### src/rtl/imem_loader.sv
// Boot loader: streams a length-prefixed little-endian word image into instruction memory.
// Optional trailing XOR checksum byte enabled by defining IMEM_LOADER_CHECKSUM_EN.
module imem_loader #(
  parameter int unsigned DATAWIDTH = 32,
  parameter int unsigned NUMWORDS  = 4096,
  parameter int unsigned BASE_ADDR = 0
) (
  input  logic                 clk_i,
  input  logic                 rst_i,
  input  logic                 start_i,
  input  logic                 byte_valid_i,
  input  logic [7:0]           byte_data_i,
  output logic                 byte_ready_o,
  output logic                 we_o,
  output logic [31:0]          waddr_o,
  output logic [DATAWIDTH-1:0] wdata_o,
  output logic                 cpu_rst_o,
  output logic                 done_o,
  output logic                 error_o
);

  typedef enum logic [2:0] {
    S_IDLE,
    S_LEN,
    S_DATA,
`ifdef IMEM_LOADER_CHECKSUM_EN
    S_CSUM,
`endif
    S_DONE,
    S_ERROR
  } state_t;

  // State reached once the image body is complete, and whether it still takes bytes.
`ifdef IMEM_LOADER_CHECKSUM_EN
  localparam state_t FINAL_STATE = S_CSUM;
  localparam logic   FINAL_READY = 1'b1;
`else
  localparam state_t FINAL_STATE = S_DONE;
  localparam logic   FINAL_READY = 1'b0;
`endif

  state_t      state;
  logic [1:0]  byte_idx;
  logic [23:0] byte_buf;
  logic [31:0] word_cnt;
  logic [31:0] word_idx;
`ifdef IMEM_LOADER_CHECKSUM_EN
  logic [7:0]  csum;
`endif

  logic        byte_fire;
  logic [31:0] full_word;
  logic        last_word;

  assign byte_fire = byte_valid_i && byte_ready_o;
  assign full_word = {byte_data_i, byte_buf};
  assign last_word = (word_idx + 32'd1) == word_cnt;

  always_ff @(posedge clk_i) begin
    if (rst_i) begin
      state        <= S_IDLE;
      byte_ready_o <= 1'b0;
      we_o         <= 1'b0;
      waddr_o      <= '0;
      wdata_o      <= '0;
      cpu_rst_o    <= 1'b1;
      done_o       <= 1'b0;
      error_o      <= 1'b0;
      byte_idx     <= '0;
      byte_buf     <= '0;
      word_cnt     <= '0;
      word_idx     <= '0;
`ifdef IMEM_LOADER_CHECKSUM_EN
      csum         <= '0;
`endif
    end else begin
      we_o <= 1'b0;
      if (byte_fire) begin
        byte_idx <= byte_idx + 2'd1;
        byte_buf <= {byte_data_i, byte_buf[23:8]};
      end

      case (state)
        S_IDLE, S_DONE, S_ERROR: begin
          // Release the core only one cycle after the last write strobe.
          if (state == S_DONE) begin
            done_o    <= 1'b1;
            cpu_rst_o <= 1'b0;
          end
          if (start_i) begin
            state        <= S_LEN;
            done_o       <= 1'b0;
            error_o      <= 1'b0;
            cpu_rst_o    <= 1'b1;
            byte_ready_o <= 1'b1;
            byte_idx     <= '0;
            word_idx     <= '0;
`ifdef IMEM_LOADER_CHECKSUM_EN
            csum         <= '0;
`endif
          end
        end

        S_LEN: begin
          if (byte_fire && byte_idx == 2'd3) begin
            word_cnt <= full_word;
            if (full_word > 32'(NUMWORDS)) begin
              state        <= S_ERROR;
              error_o      <= 1'b1;
              byte_ready_o <= 1'b0;
            end else if (full_word == 32'd0) begin
              state        <= FINAL_STATE;
              byte_ready_o <= FINAL_READY;
            end else begin
              state <= S_DATA;
            end
          end
        end

        S_DATA: begin
          if (byte_fire) begin
`ifdef IMEM_LOADER_CHECKSUM_EN
            csum <= csum ^ byte_data_i;
`endif
            if (byte_idx == 2'd3) begin
              wdata_o  <= DATAWIDTH'(full_word);
              waddr_o  <= 32'(BASE_ADDR) + {word_idx[29:0], 2'b00};
              we_o     <= 1'b1;
              word_idx <= word_idx + 32'd1;
              if (last_word) begin
                state        <= FINAL_STATE;
                byte_ready_o <= FINAL_READY;
              end
            end
          end
        end

`ifdef IMEM_LOADER_CHECKSUM_EN
        S_CSUM: begin
          if (byte_fire) begin
            byte_ready_o <= 1'b0;
            if (byte_data_i == csum) begin
              state <= S_DONE;
            end else begin
              state   <= S_ERROR;
              error_o <= 1'b1;
            end
          end
        end
`endif

        default: state <= S_IDLE;
      endcase
    end
  end

endmodule

### config.mk
export PLATFORM = sky130hd
export DESIGN_NAME = imem_loader
export DESIGN_NICKNAME = d
export VERILOG_FILES = /design/src/rtl/imem_loader.sv
export SDC_FILE = /design/constraint.sdc
export NUM_CORES = 1
export LEC_CHECK = 0
export ABC_AREA = 1
export CORE_MARGIN = 1.5
export CORE_UTILIZATION = 45
export CTS_CLUSTER_DIAMETER = 40
export DETAILED_ROUTE_END_ITERATION = 12
export GPL_TIMING_DRIVEN = 0
export PLACE_DENSITY_LB_ADDON = 0.3
export SYNTH_ARGS = -nofsm -noshare
export SYNTH_HDL_FRONTEND = slang
export SYNTH_SLANG_ARGS = --single-unit
export TNS_END_PERCENT = 20
### constraint.sdc
create_clock -name clk_i -period 5.1 [get_ports clk_i]
set_input_delay 0.765 -clock clk_i [delete_from_list [all_inputs] [get_ports clk_i]]
set_output_delay 0.765 -clock clk_i [all_outputs]
set_load 0.005 [all_outputs]
[Word-level counts from Yosys, hierarchy flattened]
Index checks and enable logic that the tools add are counted.
W data, S select, Z words.
Word-level totals
  input port bits: 12
  output and inout bits: 69
  word-level logic and storage cells: 79
  flip-flop bits (word level): 160
Operators by class
  eq/ne operators: 13
  order comparisons: 1
  $add $sub $neg: 2
  bitwise gates (word level): 2
  reductions and logical operators: 17
  muxes and demuxes: 32
Operators by type and width (number)
  $mux W32: 3
  $pmux W32 S2: 1
  $add A32 B1 Y32 const B: 1
  $eq A32 B32 Y1: 1
  $gt A32 B13 Y1 const B: 1
  $logic_not A32 Y1: 1
  $mux W3: 6
  $mux W1: 16
  $ne A2 B2 Y1 const B: 6
  $pmux W3 S3: 1
  $reduce_and A4 Y1: 2
  $reduce_and A7 Y1: 1
  $eq A3 B2 Y1 const B: 2
  $mux W2: 3
  $reduce_bool A2 Y1: 3
  $reduce_or A3 Y1: 2
  $reduce_and A5 Y1: 1
  $reduce_and A2 Y1: 2
  $eq A3 B1 Y1 const B: 1
  $eq A3 B3 Y1 const B: 1
  $logic_not A3 Y1: 1
  $ne A3 B3 Y1 const B: 1
  $pmux W1 S3: 1
  $reduce_and A3 Y1: 1
  other kinds (6): 8

[Depth between registers and ports, before layout]
Gate-level depths: netlist of the first run.
  depth after elaboration: 6
  depth in mapped cells: 19
  mapped depth without buffers: 19

[Least setup slack after synthesis of the first run]
Ideal clock, no wire load.
  path kind: input-to-reg
  start point: in byte_valid_i
  end point: reg byte_ready_o
  buffers on the path: 0
  library setup time: 115 ps
  cell stages on the path: 17
  setup slack: 2994 ps
  data required time: 4985 ps
  arrival time: 1991 ps
  path through: nand2_1 -> inv_1 -> nand2_1 -> nand2_1 -> nand2_1 -> nor2_1 -> nand2_1 -> nor2_1 -> nand2_1 -> nor2_1 -> nand2_1 -> nor2_2 -> nand3_2 -> nand2_2 -> nand3_1 -> nand2_1 -> nor2_1
Between the ends
  word-level cells in the longest chain between the ends: 4
Ends and longest elaborated chain
  start, declared: line 11  | input logic byte_valid_i,
  $logic_and A1 B1 Y1 (*): line 55  | assign byte_fire = byte_valid_i && byte_ready_o;
  $logic_and A1 B1 Y1: line 105  | if (byte_fire && byte_idx == 2'd3) begin
  $ne A2 B2 Y1 (no source line)
  $reduce_and A7 Y1 (no source line) (*)
  end signal, assigned: line 62  | byte_ready_o <= 1'b0;
  end signal, assigned: line 110  | byte_ready_o <= 1'b0;
  end signal, assigned: line 113  | byte_ready_o <= FINAL_READY;
  end, declared: line 13  | output logic byte_ready_o,
Mark *: on every way between the ends. The rest lies on a longest branch, timed or not.
A chain may end at the register's enable or synchronous reset.

[Worst setup path after layout of the first run]
  start point: in byte_valid_i
  end point: reg word_idx[1]
Between the ends
  word-level cells in the longest chain between the ends: 3
Ends and longest elaborated chain
  $logic_and A1 B1 Y1: line 55
  $ne A2 B2 Y1 (no source line)
  $reduce_and A4 Y1 (no source line)
  end signal, assigned: line 129  | word_idx <= word_idx + 32'd1;
  end, declared: line 46  | logic [31:0] word_idx;
No other way between the ends.

==> summary.md, run 1 <==
| Metric | Value |
|---|---|
| Hold/Removal Path Class | `reg2reg` |
| Gp weighted congestion | `0.928` |
| Post-synthesis register bit count | `160` |
| Min Tclk post-route | `3.30 ns` |
| Ys async rst share | `0` |
| Critical path's top delay family | `buffers and inverters` |
| Arrival @ worst endpoint | `3.66 ns` |
| CP max-delay cell | `clkbuf_1` |
| DR vias | `7289` |
| Pin slew with the least headroom to its limit | `0.700 ns` |
| P&R area growth vs syn | `22.1%` |
| Final Skew | `0.00771 ns` |
| Critical Setup Path Class | `in2reg` |
| GRT overflow | `0` |
| Avg Inst Size Synth | `6.91 um2` |
| Worst R2R Setup Slack | `2.13 ns` |
| Die H | `131 um` |
| Ys Warns | `0` |
| Yosys top cell by area | `dfxtp_1` |
| Number of distinct library cells after synthesis | `32` |
| Peak Freq | `303 MHz` |
| Top_reg_cell synth | `dfxtp_1` |
| Most numerous cell in the Yosys netlist | `nand2_1` |
| Post_cts resized | `0` |
| CTS tree | `yes` |
| Cts-stage hold buffer count | `0` |
| Antenna Cells | `0` |
| R2R depth | `8` |
| Crit start category | `input port` |
| CP Capture Type | `register` |
| Pwr Density | `337 mW/mm2` |
| Initial DRT Pass Iterations | `6` |
| Crit path cell chain | `clkdlybuf4s50_1 > nand2_1 > inv_1 > nand2_1 > nor2_1 > clkbuf_1 > clkbuf_1 > nand2_1 > a21oi_1` |
| Count of nets after finishing | `1180` |
| Final setup violation count | `0` |
| Critical Path Most Common Cell | `nand2_1` |
| CP max FO | `10` |
| Num CTS Buffers | `17` |
| Die area | `0.0172 mm2` |
| Routed length per placed instance | `15.5 um` |
| Layer with the highest usage | `met2` |
| PortBufs | `78` |
| Initial cell density of the core | `0.463` |
| Worst path max stage delay | `0.60 ns` |
| H-tree depth | `4` |
| Leak | `3.42 nW` |
| Vias in the first global route | `6701` |
| Longest Clk Path Bufs | `2` |
| Hold endpoint | `cpu_rst_o` |
| Post-CTS setup buffers | `0` |
| Later-pin clock latency in the skew report | `0.43 ns` |
| Total GRT Usage | `0.262` |
| Relative slew slack | `0.533` |
| Reg-to-reg critical path startpoint | `byte_ready_o` |
| Reg2reg end | `word_idx[1]` |
| Largest net degree at the start of global routing | `17` |
| CP bufs+invs | `4` |
| Met3 GRT Util | `0.0446` |
| Met2 Use GR | `0.407` |
| Synth top area share | `0.434` |
| Number of enable flip-flop cells after synthesis | `0` |
| Mapped cell area | `0.00738 mm2` |
| Initial antenna violation count | `0` |
| Drc violations | `0` |
| Hold depth | `2` |
| Max Slew Vio Count | `0` |
| Clock transition at path regs | `0.06 ns` |
| Post-DRT Antenna Nets | `0` |
| Most frequent cells after synthesis | `nand2_1 (239), dfxtp_1 (160), a21oi_1 (147), o21ai_0 (125), inv_1 (107)` |
| Clock sink total | `160` |
| Final WL | `21600 um` |
| Cell count after synthesis | `1068` |
| Dpl hpwl | `16200 um` |
| Max-cap violation count | `0` |
| Die Span X | `131 um` |
| Hold Violations, Final | `0` |
| Final design utilization | `0.566` |
| First-pass GRT wire length | `34400 um` |
| Initial DRC Count | `625` |
| Site row count | `46` |
| Status | `completed` |
| Final cycle utilization of the critical path | `0.648` |
| Sequential fraction of the synthesis area | `0.434` |
| CP Data Required Time | `5.45 ns` |
| CORE AREA | `0.0159 mm2` |
| Synth area leaders | `dfxtp_1 (43%), nand2_1 (12%), a21oi_1 (10%)` |
| Setup_tns | `0 ns` |
| Via density | `5.23` |
| I/O Pins | `81` |
| Met1 GRT Util | `0.360` |
| Hold Startpoint | `cpu_rst_o` |
| VDD IR max | `229 uV` |
| CTS root buffer | `clkbuf_16` |
| Share of cells above drive strength 1 | `0.0585` |
| RSZ-0062 raised after global routing | `no` |
[report_power, final]
| part | total [W] | leakage, nW | switching (W) | internal, W |
|---|---|---|---|---|
| Clock | 0.00127 | 0.281 | 0.000531 | 0.000736 |
| Combinational | 0.000430 | 1.85 | 0.000306 | 0.000124 |
| Sequential | 0.00134 | 1.29 | 0.0000404 | 0.00130 |
| Total | 0.00304 | 3.42 | 0.000876 | 0.00216 |
[state kept, by name (all words and copies together), names as in the netlist, 2 cells and up]
signal / flops
byte_buf: 24
word_cnt: 32
waddr_o: 30
wdata_o: 32
state: 3
word_idx: 32
byte_idx: 2
[routing by layer]
| metal | share of wire | vias up |
|---|---|---|
| met5 | 0 | - |
| met4 | 0.030 | 0 |
| met3 | 0.057 | 39 |
| met2 | 0.44 | 266 |
| met1 | 0.47 | 3282 |
| li1 | - | 3702 |
[logic make-up (layout without fill, tap and decap cells)]
family	Yosys count	after routing	synth area share
simple gates	468	468	0.288
buf+inv	158	268	0.0827
other cells	1	2	0.000508
flops	160	160	0.434
fa+ha+maj	2	2	0.00339
xor+xnor	4	4	0.00475
compound gates	275	275	0.187
[placed cells by master (no fill, tap or decap), drive strengths merged, types with 2 or more instances in the layout]
master         count
and2               3
clkinv             6
bufinv             2
xor2               3
buf                6
inv              110
clkdlybuf4s50     78
clkinvlp           2
nand4              9
o21ai            126
conb               2
clkbuf            64
nor2              96
dfxtp            160
nand3b            13
nand2            251
nor4               6
a21oi            148
nand3             88
ha                 2
[layout make-up]
class / count / area (um2)
well taps: 216 / 270
fillers: 1562 / 6920
plain buffers: 50 / 205
multi-input cells: 751 / 3570
repair buffers: 78 / 781
clock inverters: 12 / 134
flip-flops and latches: 160 / 3200
clock buffers: 20 / 447
inverters: 108 / 405
[metrics by stage]
stage	power (W)	worst slack (ns)	hold slack (ns)	area [um2]	instances
finish	0.00304	1.80	0.449	9020	1395
global route	0.00315	1.64	0.475	9020	1395
CTS	0.00304	1.92	0.453	9020	1395
detailed placement	0.00179	1.48	0.440	8440	1363
global placement	0.00179	1.56	0.437	8440	1363
floorplan	0.00164	2.99	0.440	7390	1069
[worst reg2reg max path, delay by kind of cell, from the launching register on]
family                 cells  cell delay (ns)
buffers and inverters      3             1.30
AND/OR/NAND/NOR            4             1.00
flip-flops                 1             0.41
AO/OA/AOI/OAI              1             0.19
[worst max path at each step]
stage / from / end / slack, ns / depth (start not counted)
2_1_floorplan: byte_valid_i / byte_ready_o / 2.99 / 17
4_1_cts: byte_valid_i / word_idx[21] / 1.92 / 9
6_report: byte_valid_i / word_idx[1] / 1.80 / 9
3_5_place_dp: byte_valid_i / word_idx[21] / 1.48 / 9
5_1_grt: byte_valid_i / waddr_o[3] / 1.64 / 9
3_3_place_gp: byte_valid_i / word_idx[13] / 1.56 / 9
Note: power is estimated with default switching activity, not from simulation.
==> run 2, diff against run 1 <==
clock period = 3 ns   (was 5.1 ns; I/O delays follow)
==> summary.md, run 2 (synthesized netlist as in run 1, its figures left out) <==
| Metric | Value |
|---|---|
| Status | `completed` |
| H-tree depth | `4` |
| Met3 WL | `1170 um` |
| Pwr Density | `573 mW/mm2` |
| Min Tclk post-route | `2.83 ns` |
| Share of cells above drive strength 1 | `0.0594` |
| Worst setup margin | `0.165 ns` |
| GRT overflow | `0` |
| Final design utilization | `0.566` |
| Count of nets after finishing | `1180` |
| Hold Violations, Final | `0` |
| Via density | `5.22` |
| Max Used Layer | `met4` |
| CTS root buffer | `clkbuf_16` |
| CP Capture Type | `register` |
| Vias in the first global route | `6701` |
| P&R area growth vs syn | `22.2%` |
| Max Slew Vio Count | `0` |
| Total Power | `0.00516 W` |
| CTS tree | `yes` |
| Hold/Removal Path Class | `reg2reg` |
| Post-CTS setup buffers | `0` |
| Clock transition at path regs | `0.06 ns` |
| Antenna Cells | `0` |
| Total GRT Usage | `0.262` |
| Final setup violation count | `0` |
| Initial antenna violation count | `0` |
| Commonest non-fill, non-tap cell in the layout | `nand2_1` |
| Initial DRC Count | `692` |
| Post-DRT Antenna Nets | `0` |
| Relative slew slack | `0.565` |
| Gp weighted congestion | `0.928` |
| Initial DRT Pass Iterations | `5` |
| Initial cell density of the core | `0.463` |
| Setup_tns | `0 ns` |
| Wl on met1 | `10200 um` |
| Dpl hpwl | `16200 um` |
| Arrival @ worst endpoint | `3.19 ns` |
| Longest Clk Path Bufs | `2` |
| CP Data Required Time | `3.36 ns` |
| Clock sink total | `160` |
| Top flop regs | `wdata_o (32), word_cnt (32), word_idx (32)` |
| I/O Pins | `81` |
| Most frequent cells in the layout | `nand2_1 (239), dfxtp_1 (160), a21oi_1 (147)` |
| Final Skew | `0.00768 ns` |
| DR vias | `7287` |
| Num CTS Buffers | `17` |
| Worst hold slack | `0.448 ns` |
| Drc violations | `0` |
| RSZ-0062 raised after global routing | `yes` |
| Final cycle utilization of the critical path | `0.945` |
| CORE AREA | `0.0159 mm2` |
| Largest net degree at the start of global routing | `17` |
| Crit start category | `input port` |
| Post_cts resized | `0` |
| Pin slew with the least headroom to its limit | `0.653 ns` |
| Die H | `131 um` |
| Die area | `0.0172 mm2` |
| Die Span X | `131 um` |
| CP max FO | `10` |
| Peak Freq | `353 MHz` |
| Later-pin clock latency in the skew report | `0.43 ns` |
| Critical Setup Path Class | `in2reg` |
| Cts-stage hold buffer count | `0` |
| PortBufs | `78` |
| Routed length per placed instance | `15.4 um` |
| Site row count | `46` |
| Leak | `3.43 nW` |
| First-pass GRT wire length | `34400 um` |
| VDD IR max | `391 uV` |
| Final WL | `21500 um` |
| Max-cap violation count | `0` |
| Pre-CTS setup slack | `-0.307 ns` |
| Met2 routed WL | `9510 um` |
## run 2: cell counts in the layout (fill, tap and decap cells not counted)
No cell type changed its count.
## run 2: final cells by class
| type | count | area [um2] |
|---|---|---|
| clock buffers | 20 | 447 |
| inverters | 108 | 405 |
| flip-flops and latches | 160 | 3200 |
| fillers | 1561 | 6920 |
| repair buffers | 78 | 781 |
| plain buffers | 50 | 206 |
| multi-input cells | 751 | 3570 |
| clock inverters | 12 | 134 |
| well taps | 216 | 270 |
## run 2: worst max-delay path: stages
cell             delay [ns]
clkdlybuf4s50_1        0.45
nand2_1                0.13
inv_1                  0.17
nand2_1                0.15
nor2_1                 0.52
clkbuf_1               0.52
clkbuf_1               0.54
nand2_1                0.12
a21oi_1                0.14
## run 2: worst paths after layout
kind	startpoint	end	slack, ns	depth (start not counted)
setup / recovery	byte_valid_i	word_idx[25]	0.17	9
hold / removal	cpu_rst_o	cpu_rst_o	0.45	2
setup reg to reg	byte_ready_o	word_idx[25]	0.19	8
hold reg to reg	cpu_rst_o	cpu_rst_o	0.45	2
## run 2: metal layers
layer | vias to the layer above | global-route usage
met3 | 44 | 0.0446
met5 | - | 0
met4 | 0 | 0.112
met1 | 3265 | 0.360
met2 | 267 | 0.407
li1 | 3711 | -
## run 2: stage by stage
step,area (um2),std cells
floorplan,7390,1069
global placement,8440,1363
detailed placement,8440,1363
CTS,9020,1395
global route,9020,1395
finish,9020,1395
## run 2: report_power, final
part           switching, W  internal, W  total (W)
clock network      0.000901      0.00125    0.00215
registers         0.0000689      0.00221    0.00228
logic              0.000518     0.000212   0.000729
==> run 3, diff against run 2 <==
--- a/config.mk
+++ b/config.mk
@@ -12,2 +12,3 @@
 export DETAILED_ROUTE_END_ITERATION = 12
+export GPL_ROUTABILITY_DRIVEN = 1
 export GPL_TIMING_DRIVEN = 0
--- a/constraint.sdc
+++ b/constraint.sdc
@@ -3,2 +3,2 @@
 set_output_delay 0.45 -clock clk_i [all_outputs]
-set_load 0.005 [all_outputs]
+set_load 0.05 [all_outputs]
==> results of run 3 <==
The final DEF is identical to that of run 2. Status: completed.
Main changes from that run: total power 0.00516 W -> 0.00521 W
